$ cat config.mk
export PLATFORM = sky130hd
export DESIGN_NAME = conv_window_scanner_flat
export DESIGN_NICKNAME = d
export VERILOG_FILES = /design/src/rtl/conv_window_scanner_if.sv /design/src/rtl/conv_window_scanner.sv /design/src/flat_wrapper.sv
export SDC_FILE = /design/constraint.sdc
export NUM_CORES = 1
export LEC_CHECK = 0
export BUFFER_PORTS_ARGS = -buffer_cell sky130_fd_sc_hd__buf_2
export CORE_MARGIN = 3
export CORE_UTILIZATION = 48
export CTS_CLUSTER_DIAMETER = 100
export DETAILED_ROUTE_END_ITERATION = 6
export PLACE_DENSITY = 0.76
export SLEW_MARGIN = 10
export SYNTH_ARGS = -nofsm -noshare
export SYNTH_HDL_FRONTEND = slang
export SYNTH_SLANG_ARGS = --single-unit
export TNS_END_PERCENT = 20
$ cat constraint.sdc
create_clock -name clk -period 1.9 [get_ports clk]
set_clock_uncertainty 0.2 [all_clocks]
set_input_delay 0.19 -clock clk [delete_from_list [all_inputs] [get_ports clk]]
set_output_delay 0.19 -clock clk [all_outputs]
set_load 0.05 [all_outputs]
$ cat src/rtl/conv_window_scanner_if.sv
// Window-scanner handshake bundle: start/abort control plus the valid/ready window beat stream.
interface conv_window_scanner_if #(
    parameter int unsigned IDX_W  = 5,
    parameter int unsigned CH_W   = 4,
    parameter int unsigned ADDR_W = 10
);
    logic              start;
    logic              abort;
    logic              out_ready;
    logic              out_valid;
    logic [IDX_W-1:0]  win_row;
    logic [IDX_W-1:0]  win_col;
    logic [CH_W-1:0]   win_ch;
    logic [ADDR_W-1:0] out_idx;
    logic              first;
    logic              last;
    logic              busy;
    logic              done;

    modport master (
        output start, abort, out_ready,
        input  out_valid, win_row, win_col, win_ch, out_idx, first, last, busy, done
    );

    modport slave (
        input  start, abort, out_ready,
        output out_valid, win_row, win_col, win_ch, out_idx, first, last, busy, done
    );
endinterface

$ cat src/rtl/conv_window_scanner.sv
// Raster-order convolution window sequencer: emits top-left (row, col, channel) of every
// filter window over the feature map as a valid/ready stream with a start/done handshake.
module conv_window_scanner #(
    parameter int unsigned IMG_ROWS = 28,
    parameter int unsigned IMG_COLS = 28,
    parameter int unsigned FIL_ROWS = 3,
    parameter int unsigned FIL_COLS = 3,
    parameter int unsigned STRIDE   = 1,
    parameter int unsigned CHANNELS = 1,
    parameter int unsigned IDX_W    = 5,
    parameter int unsigned CH_W     = 4,
    parameter int unsigned ADDR_W   = 10
) (
    input  logic                 clk,
    input  logic                 reset,
    conv_window_scanner_if.slave bus
);
    localparam int unsigned OUT_ROWS = (IMG_ROWS - FIL_ROWS) / STRIDE + 1;
    localparam int unsigned OUT_COLS = (IMG_COLS - FIL_COLS) / STRIDE + 1;
    localparam int unsigned LAST_ROW = (OUT_ROWS - 1) * STRIDE;
    localparam int unsigned LAST_COL = (OUT_COLS - 1) * STRIDE;
    localparam int unsigned LAST_CH  = CHANNELS - 1;

    typedef enum logic [1:0] {
        S_IDLE = 2'd0,
        S_RUN  = 2'd1,
        S_DONE = 2'd2
    } state_t;

    state_t            r_state;
    state_t            w_state_nxt;
    logic [IDX_W-1:0]  r_win_row;
    logic [IDX_W-1:0]  r_win_col;
    logic [CH_W-1:0]   r_win_ch;
    logic [ADDR_W-1:0] r_out_idx;
    logic [IDX_W-1:0]  w_row_nxt;
    logic [IDX_W-1:0]  w_col_nxt;
    logic [CH_W-1:0]   w_ch_nxt;
    logic [ADDR_W-1:0] w_idx_nxt;
    logic              r_out_valid;
    logic              r_busy;
    logic              r_done;
    logic              w_accept;
    logic              w_ch_wrap;
    logic              w_col_wrap;
    logic              w_row_end;
    logic              w_first;
    logic              w_last;

    // Wrap decodes compare against precomputed pixel offsets, so no multiplier is needed.
    assign w_ch_wrap  = (r_win_ch  == CH_W'(LAST_CH));
    assign w_col_wrap = (r_win_col == IDX_W'(LAST_COL));
    assign w_row_end  = (r_win_row == IDX_W'(LAST_ROW));
    assign w_accept   = r_out_valid && bus.out_ready;
    assign w_first    = r_out_valid && (r_win_row == '0) && (r_win_col == '0) && (r_win_ch == '0);
    assign w_last     = r_out_valid && w_ch_wrap && w_col_wrap && w_row_end;

    // Next-state and counter advance; abort overrides start and any same-cycle handshake.
    always_comb begin
        w_state_nxt = r_state;
        w_row_nxt   = r_win_row;
        w_col_nxt   = r_win_col;
        w_ch_nxt    = r_win_ch;
        w_idx_nxt   = r_out_idx;
        if (bus.abort) begin
            w_state_nxt = S_IDLE;
            w_row_nxt   = '0;
            w_col_nxt   = '0;
            w_ch_nxt    = '0;
            w_idx_nxt   = '0;
        end else begin
            case (r_state)
                S_IDLE: begin
                    if (bus.start) w_state_nxt = S_RUN;
                end
                S_RUN: begin
                    if (w_accept) begin
                        if (w_last) begin
                            w_state_nxt = S_DONE;
                            w_row_nxt   = '0;
                            w_col_nxt   = '0;
                            w_ch_nxt    = '0;
                            w_idx_nxt   = '0;
                        end else if (!w_ch_wrap) begin
                            w_ch_nxt = r_win_ch + CH_W'(1);
                        end else begin
                            w_ch_nxt  = '0;
                            w_idx_nxt = r_out_idx + ADDR_W'(1);
                            if (w_col_wrap) begin
                                w_col_nxt = '0;
                                w_row_nxt = r_win_row + IDX_W'(STRIDE);
                            end else begin
                                w_col_nxt = r_win_col + IDX_W'(STRIDE);
                            end
                        end
                    end
                end
                S_DONE: w_state_nxt = S_IDLE;
                default: w_state_nxt = S_IDLE;
            endcase
        end
    end

    always_ff @(posedge clk or posedge reset) begin
        if (reset) begin
            r_state     <= S_IDLE;
            r_win_row   <= '0;
            r_win_col   <= '0;
            r_win_ch    <= '0;
            r_out_idx   <= '0;
            r_out_valid <= 1'b0;
            r_busy      <= 1'b0;
            r_done      <= 1'b0;
        end else begin
            r_state     <= w_state_nxt;
            r_win_row   <= w_row_nxt;
            r_win_col   <= w_col_nxt;
            r_win_ch    <= w_ch_nxt;
            r_out_idx   <= w_idx_nxt;
            r_out_valid <= (w_state_nxt == S_RUN);
            r_busy      <= (w_state_nxt == S_RUN);
            r_done      <= (w_state_nxt == S_DONE);
        end
    end

    assign bus.out_valid = r_out_valid;
    assign bus.win_row   = r_win_row;
    assign bus.win_col   = r_win_col;
    assign bus.win_ch    = r_win_ch;
    assign bus.out_idx   = r_out_idx;
    assign bus.first     = w_first;
    assign bus.last      = w_last;
    assign bus.busy      = r_busy;
    assign bus.done      = r_done;
endmodule

$ cat src/flat_wrapper.sv
// flat-port wrapper written by rule: the top's interface ports become plain ports
module conv_window_scanner_flat 
#(
    parameter int unsigned IMG_ROWS = 28,
    parameter int unsigned IMG_COLS = 28,
    parameter int unsigned FIL_ROWS = 3,
    parameter int unsigned FIL_COLS = 3,
    parameter int unsigned STRIDE   = 1,
    parameter int unsigned CHANNELS = 1,
    parameter int unsigned IDX_W    = 5,
    parameter int unsigned CH_W     = 4,
    parameter int unsigned ADDR_W   = 10
)
  (clk, reset, bus_start, bus_abort, bus_out_ready, bus_out_valid, bus_win_row, bus_win_col, bus_win_ch, bus_out_idx, bus_first, bus_last, bus_busy, bus_done);
  conv_window_scanner_if #(.IDX_W(IDX_W), .CH_W(CH_W), .ADDR_W(ADDR_W)) bus_i ();
  input  logic clk;
  input  logic reset;
  input wire logic [$bits(bus_i.start)-1:0] bus_start;
  input wire logic [$bits(bus_i.abort)-1:0] bus_abort;
  input wire logic [$bits(bus_i.out_ready)-1:0] bus_out_ready;
  output wire logic [$bits(bus_i.out_valid)-1:0] bus_out_valid;
  output wire logic [$bits(bus_i.win_row)-1:0] bus_win_row;
  output wire logic [$bits(bus_i.win_col)-1:0] bus_win_col;
  output wire logic [$bits(bus_i.win_ch)-1:0] bus_win_ch;
  output wire logic [$bits(bus_i.out_idx)-1:0] bus_out_idx;
  output wire logic [$bits(bus_i.first)-1:0] bus_first;
  output wire logic [$bits(bus_i.last)-1:0] bus_last;
  output wire logic [$bits(bus_i.busy)-1:0] bus_busy;
  output wire logic [$bits(bus_i.done)-1:0] bus_done;
  assign bus_i.start = bus_start;
  assign bus_i.abort = bus_abort;
  assign bus_i.out_ready = bus_out_ready;
  assign bus_out_valid = bus_i.out_valid;
  assign bus_win_row = bus_i.win_row;
  assign bus_win_col = bus_i.win_col;
  assign bus_win_ch = bus_i.win_ch;
  assign bus_out_idx = bus_i.out_idx;
  assign bus_first = bus_i.first;
  assign bus_last = bus_i.last;
  assign bus_busy = bus_i.busy;
  assign bus_done = bus_i.done;
  conv_window_scanner #(.IMG_ROWS(IMG_ROWS), .IMG_COLS(IMG_COLS), .FIL_ROWS(FIL_ROWS), .FIL_COLS(FIL_COLS), .STRIDE(STRIDE), .CHANNELS(CHANNELS), .IDX_W(IDX_W), .CH_W(CH_W), .ADDR_W(ADDR_W)) u_core (.clk(clk), .reset(reset), .bus(bus_i));
endmodule
==> flow_summary.ini, run 1 <==
[run_status]
outcome = finished, violations left
violations = negative setup slack

[sta]
period_share = 1.18
hold_viol = 0
worst_slew_pin_slew_ns = 0.466
finalCriticalPeriod_ns = 2.25
setup_slack_ns = -0.350
slew_viol_final = 0
slew_headroom = 0.688
rsz0062_at_grt = yes
setup_violations = 19
fmax_mhz = 444
setup_tns_ns = -3.26

[route]
first_pass_iters = 4
detail_route.wl_per_cell_um = 15.9
ant_nets = 0
avgViaCountPerCell = 5.64
drt-total-wl_um = 4440
drc = 0
drtIter0Drc = 73
vias = 1579

[worst_setup_path]
worstPathRequired_ns = 1.51
r2r_start = u_core.bus.win_ch[0]$_DFFE_PP0P_
crit_type = reg2out
cp-end-kind = output port
cp-startpoint = u_core.bus.win_col[1]$_DFFE_PP0P_
cp_max_fo = 4
start_kind = flip-flop
crit_arrival_ns = 1.86

[floorplan]
initial_core_util = 0.505
die_h_um = 62.9
rows = 20
die_w_um = 62.9
core_area_um2 = 3080
io_pins = 34
dieArea_um2 = 3960

[clock_network]
clk_pin_slew_ns = 0.17
h-tree-depth = 1
cts_tree = yes
clk_latency_ns = 0.35
cts_made_buffers = 3
clk_path_buf_depth = 2
cts_sinks = 28
root_buffer = clkbuf_4

[synth]
synth.largest_area_cell = dfrtp_1
ys_types = 37
synth.area.top_cells = dfrtp_1, ha_1, a21oi_1, nand2_1, nand3_1
ys_seq_area_frac = 0.451
syn_avg_cell_area_um2 = 9.31
ys_ff_latch = 28
syn_nets = 181
syn_inst = 167
yosysWarnings = 0
syn_area_um2 = 1550
synth_top_area_frac = 0.451

[finish]
layoutNonFillerInstCount = 280
final_cell_mix = buf_2, buf_4, dfrtp_1
drive_gt1_frac = 0.475
diodes = 0
layout.nets = 251
final_common_cell = buf_2
final_area_um2 = 2280
syn2layout_area_growth_pct = 46.7
finalCoreUtilization = 0.741

[grt]
grt_pass1_wl_um = 6800
grt_start_max_net_pins = 29
grtUsageTotal = 0.213
grt_overflow = 0
grt_pass1_vias = 1509
antenna_found_initial = 0

[placed_design]
dpl_cell_area_um2 = 2000
place.gp.congestion = 0.842
place_inst = 265
port_buffers = 33
hpwl_um = 2890

[power_and_ir_drop]
power.density_nw_per_um2 = 503
total_power_mw = 1.15
ir_drop_v = 0.000425
p_leak_nw = 1.04

[job]
maxCapViolCount = 0

[hold_path]
worstHoldPathType = in2reg
min_from = bus_out_ready
-- kinds of logic (layout without fill, tap and decap cells) --
group	after synthesis	in the layout	share of synthesized area
fa+ha+maj	9	9	0.0725
xor+xnor	2	2	0.0113
compound gates	39	40	0.149
flops	28	28	0.451
mux	1	1	0.00644
buf+inv	19	87	0.0588
simple gates	69	69	0.251
-- path summary, 6_finish.rpt --
check / to / slack (ns) / cells past startpoint
setup / recovery: bus_last / -0.35 / 6
max in group asynchronous: u_core.bus.win_row[0]$_DFFE_PP0P_ / 0.97 / 4
hold reg to reg: u_core.bus.win_col[4]$_DFFE_PP0P_ / 0.39 / 1
hold / removal: u_core.bus.win_ch[0]$_DFFE_PP0P_ / 0.08 / 4
setup reg to reg: u_core.bus.out_idx[7]$_DFFE_PP0P_ / -0.24 / 8
min in group asynchronous: u_core.bus.done$_DFF_PP0_ / 0.21 / 4
-- cell type report --
class,instances,area [µm²]
multi-input cells,121,918
fillers,212,798
flip-flops and latches,28,708
repair buffers,71,497
well taps,44,55.1
inverters,12,48.8
clock inverters,1,30.0
clock buffers,3,22.5
-- flip-flops by register name, indices dropped and copies added (netlist names) --
name                  count
u_core.bus.win_row        5
u_core.bus.win_ch         4
u_core.bus.out_valid      1
u_core.r_state            2
u_core.bus.out_idx       10
u_core.bus.done           1
u_core.bus.win_col        5
-- worst max-delay path, cell delays in order (launching register included) --
cell and delay [ns]:
dfrtp_2 0.44, inv_2 0.06, ha_2 0.16, and4b_1 0.33
nand4_1 0.21, clkinvlp_4 0.16, buf_8 0.15
-- metal layers --
metal	wire, µm	vias to the layer above	GRT usage
met2	2230	45	0.381
met1	1970	778	0.268
met3	188	7	0.0234
li1	-	749	-
met5	0	-	0
met4	52	0	0.0606
-- report_power, final --
group	internal [mW]	switching [mW]
sequential	0.601	0.00376
combinational	0.0448	0.0846
clock	0.214	0.198
-- synth_stat cells, drive strengths merged --
cell     n
dfrtp   28
a21oi   16
nand2   15
inv     12
nand3   11
ha       9
o21ai    9
nand4    8
nor2     8
or4      7
or3      6
buf      5
o31ai    5
a31oi    3
and4b    2
clkbuf   2
nand4b   2
o211ai   2
xor2     2
a211oi   1
a21boi   1
and2     1
and3     1
mux2i    1
nand2b   1
nand3b   1
nor2b    1
nor3     1
nor3b    1
nor4     1
o21bai   1
o41ai    1
or2      1
or3b     1
-- through the flow --
stage          worst slack [ns]  hold slack, ns
6_report                 -0.350          0.0774
5_1_grt                  -0.434           0.112
4_1_cts                  -0.307          0.0441
3_5_place_dp            -0.0933          0.0779
3_3_place_gp            -0.0231          0.0710
2_1_floorplan            -0.288          0.0550
-- what timing repair did --
action | in CTS | in global routing
hold buffers | 3 | 0
gates resized for setup | 15 | 25
endpoints found under the setup margin | 16 | 25
endpoints found under the hold margin | 32 | 0
buffers inserted | 4 | 3
cloned | 0 | 1
pin swaps | 15 | 5
Power figures use the tool's default switching activity.
==> inputs of run 2 (changes only) <==
==> constraint.sdc (replaced) <==
create_clock -name clk -period 1.9 [get_ports clk]
set_clock_uncertainty 0.2 [all_clocks]
set_input_delay 0.38 -clock clk [delete_from_list [all_inputs] [get_ports clk]]
set_output_delay 0.38 -clock clk [all_outputs]
set_load 0.01 [all_outputs]
==> flow_summary.ini, run 2 (synthesis results as in run 1) <==
[worst_setup_path]
start_kind = flip-flop
r2r-end = u_core.bus.out_idx[0]$_DFFE_PP0P_
r2r_cells = 9
worstPathRequired_ns = 1.32
r2r_start = u_core.bus.win_ch[0]$_DFFE_PP0P_
reg2reg_setup_slack_ns = -0.22
crit_type = reg2out
cp-end-kind = output port
crit_arrival_ns = 1.71
cp_max_fo = 5

[power_and_ir_drop]
ir_drop_v = 0.000357
p_leak_nw = 1.06
power.density_nw_per_um2 = 497

[route]
first_pass_iters = 4
vias = 1575
detail_route.wl_per_cell_um = 15.7
drtIter0Drc = 117
avgViaCountPerCell = 5.65
ant_nets = 0
drc = 0
drt-total-wl_um = 4390

[finish]
final_cell_mix = buf_2, buf_4, dfrtp_1
diodes = 0
nFillCells = 226
drive_gt1_frac = 0.443
syn2layout_area_growth_pct = 43.2
largest_reg_flops = 10
layout.nets = 250
final_common_cell = buf_2

[sta]
setup_violations = 18
slew_headroom = 0.751
worst_slew_pin_slew_ns = 0.373
setup_slack_ns = -0.385
fmax_mhz = 438
finalCriticalPeriod_ns = 2.29
slew_viol_final = 0
setup_tns_ns = -2.00
hold_viol = 0
period_share = 1.20
rsz0062_at_grt = yes
holdWs_ns = 0.138

[grt]
grtUsageTotal = 0.207
grt_pass1_wl_um = 6650
antenna_found_initial = 0
grt_start_max_net_pins = 29
grt_pass1_vias = 1461
grt_overflow = 0

[run_status]
outcome = finished, violations left
violations = negative setup slack

[floorplan]
io_pins = 34
dieArea_um2 = 3960
rows = 20
die_h_um = 62.9
initial_core_util = 0.505
core_area_um2 = 3080
die_w_um = 62.9

[clock_network]
h-tree-depth = 1
cts_sinks = 28
clk_pin_slew_ns = 0.16
clk_latency_ns = 0.34
cts_tree = yes
root_buffer = clkbuf_4
clk_path_buf_depth = 2
cts_made_buffers = 3

[job]
maxCapViolCount = 0

[hold_path]
whs_path_depth = 3
worstHoldPathType = in2reg
min_from = bus_out_ready
min_to = u_core.r_state[0]$_DFF_PP0_

[placed_design]
port_buffers = 33
place.gp.congestion = 0.830
post-place-ws_ns = -0.107
hpwl_um = 2800
run 2: cell type report:
| class | count | area (µm²) | area share |
|---|---|---|---|
| inverters | 12 | 45.0 | 0.0202 |
| well taps | 44 | 55.1 | 0.0247 |
| clock buffers | 3 | 22.5 | 0.0101 |
| flip-flops and latches | 28 | 702 | 0.316 |
| multi-input cells | 121 | 896 | 0.403 |
| repair buffers | 70 | 474 | 0.213 |
| clock inverters | 1 | 30.0 | 0.0135 |
run 2: report_power, final:
group	internal (mW)	total (mW)	switching, mW
clock network	0.214	0.404	0.190
logic	0.0372	0.0978	0.0606
registers	0.601	0.605	0.00408
run 2: worst max path at each step:
stage	start	endpoint	depth (start not counted)
after floorplan	u_core.bus.win_ch[1]$_DFFE_PP0P_	u_core.bus.out_idx[5]$_DFFE_PP0P_	7
after global placement	u_core.bus.win_ch[0]$_DFFE_PP0P_	bus_last	7
after detailed placement	u_core.bus.win_ch[0]$_DFFE_PP0P_	bus_last	7
after CTS	u_core.bus.win_ch[0]$_DFFE_PP0P_	bus_first	7
after global routing	u_core.bus.win_ch[0]$_DFFE_PP0P_	bus_first	7
final	u_core.bus.win_ch[0]$_DFFE_PP0P_	bus_first	7
run 2: timing repair:
action	CTS	global route
endpoints found under the setup margin	17	22
hold buffers	1	0
gates resized for setup	13	23
hold endpoints to repair	28	0
setup buffers	4	5
pin swaps	6	6
cloned	0	1
run 2: metrics by stage:
step                area (µm²)  utilization  instances  total power [mW]
floorplan                 1580            -        167             0.665
global placement          1960        0.636        265             0.695
detailed placement        1960        0.636        265             0.697
CTS                       2090        0.678        274              1.10
global route              2220        0.723        279              1.14
finish                    2220        0.723        279              1.11
run 2: routing by layer:
metal | track usage | wire (µm)
met4 | 0.0579 | 37
met3 | 0.0378 | 284
met1 | 0.265 | 1800
met5 | 0 | 0
met2 | 0.354 | 2270
run 2: worst max-delay path, cell delays in order, from the launching register on:
cell     delay (ns)
dfrtp_2        0.44
inv_2          0.05
ha_2           0.15
nor3b_4        0.20
buf_6          0.15
nand3_2        0.07
nor4_2         0.13
buf_2          0.17
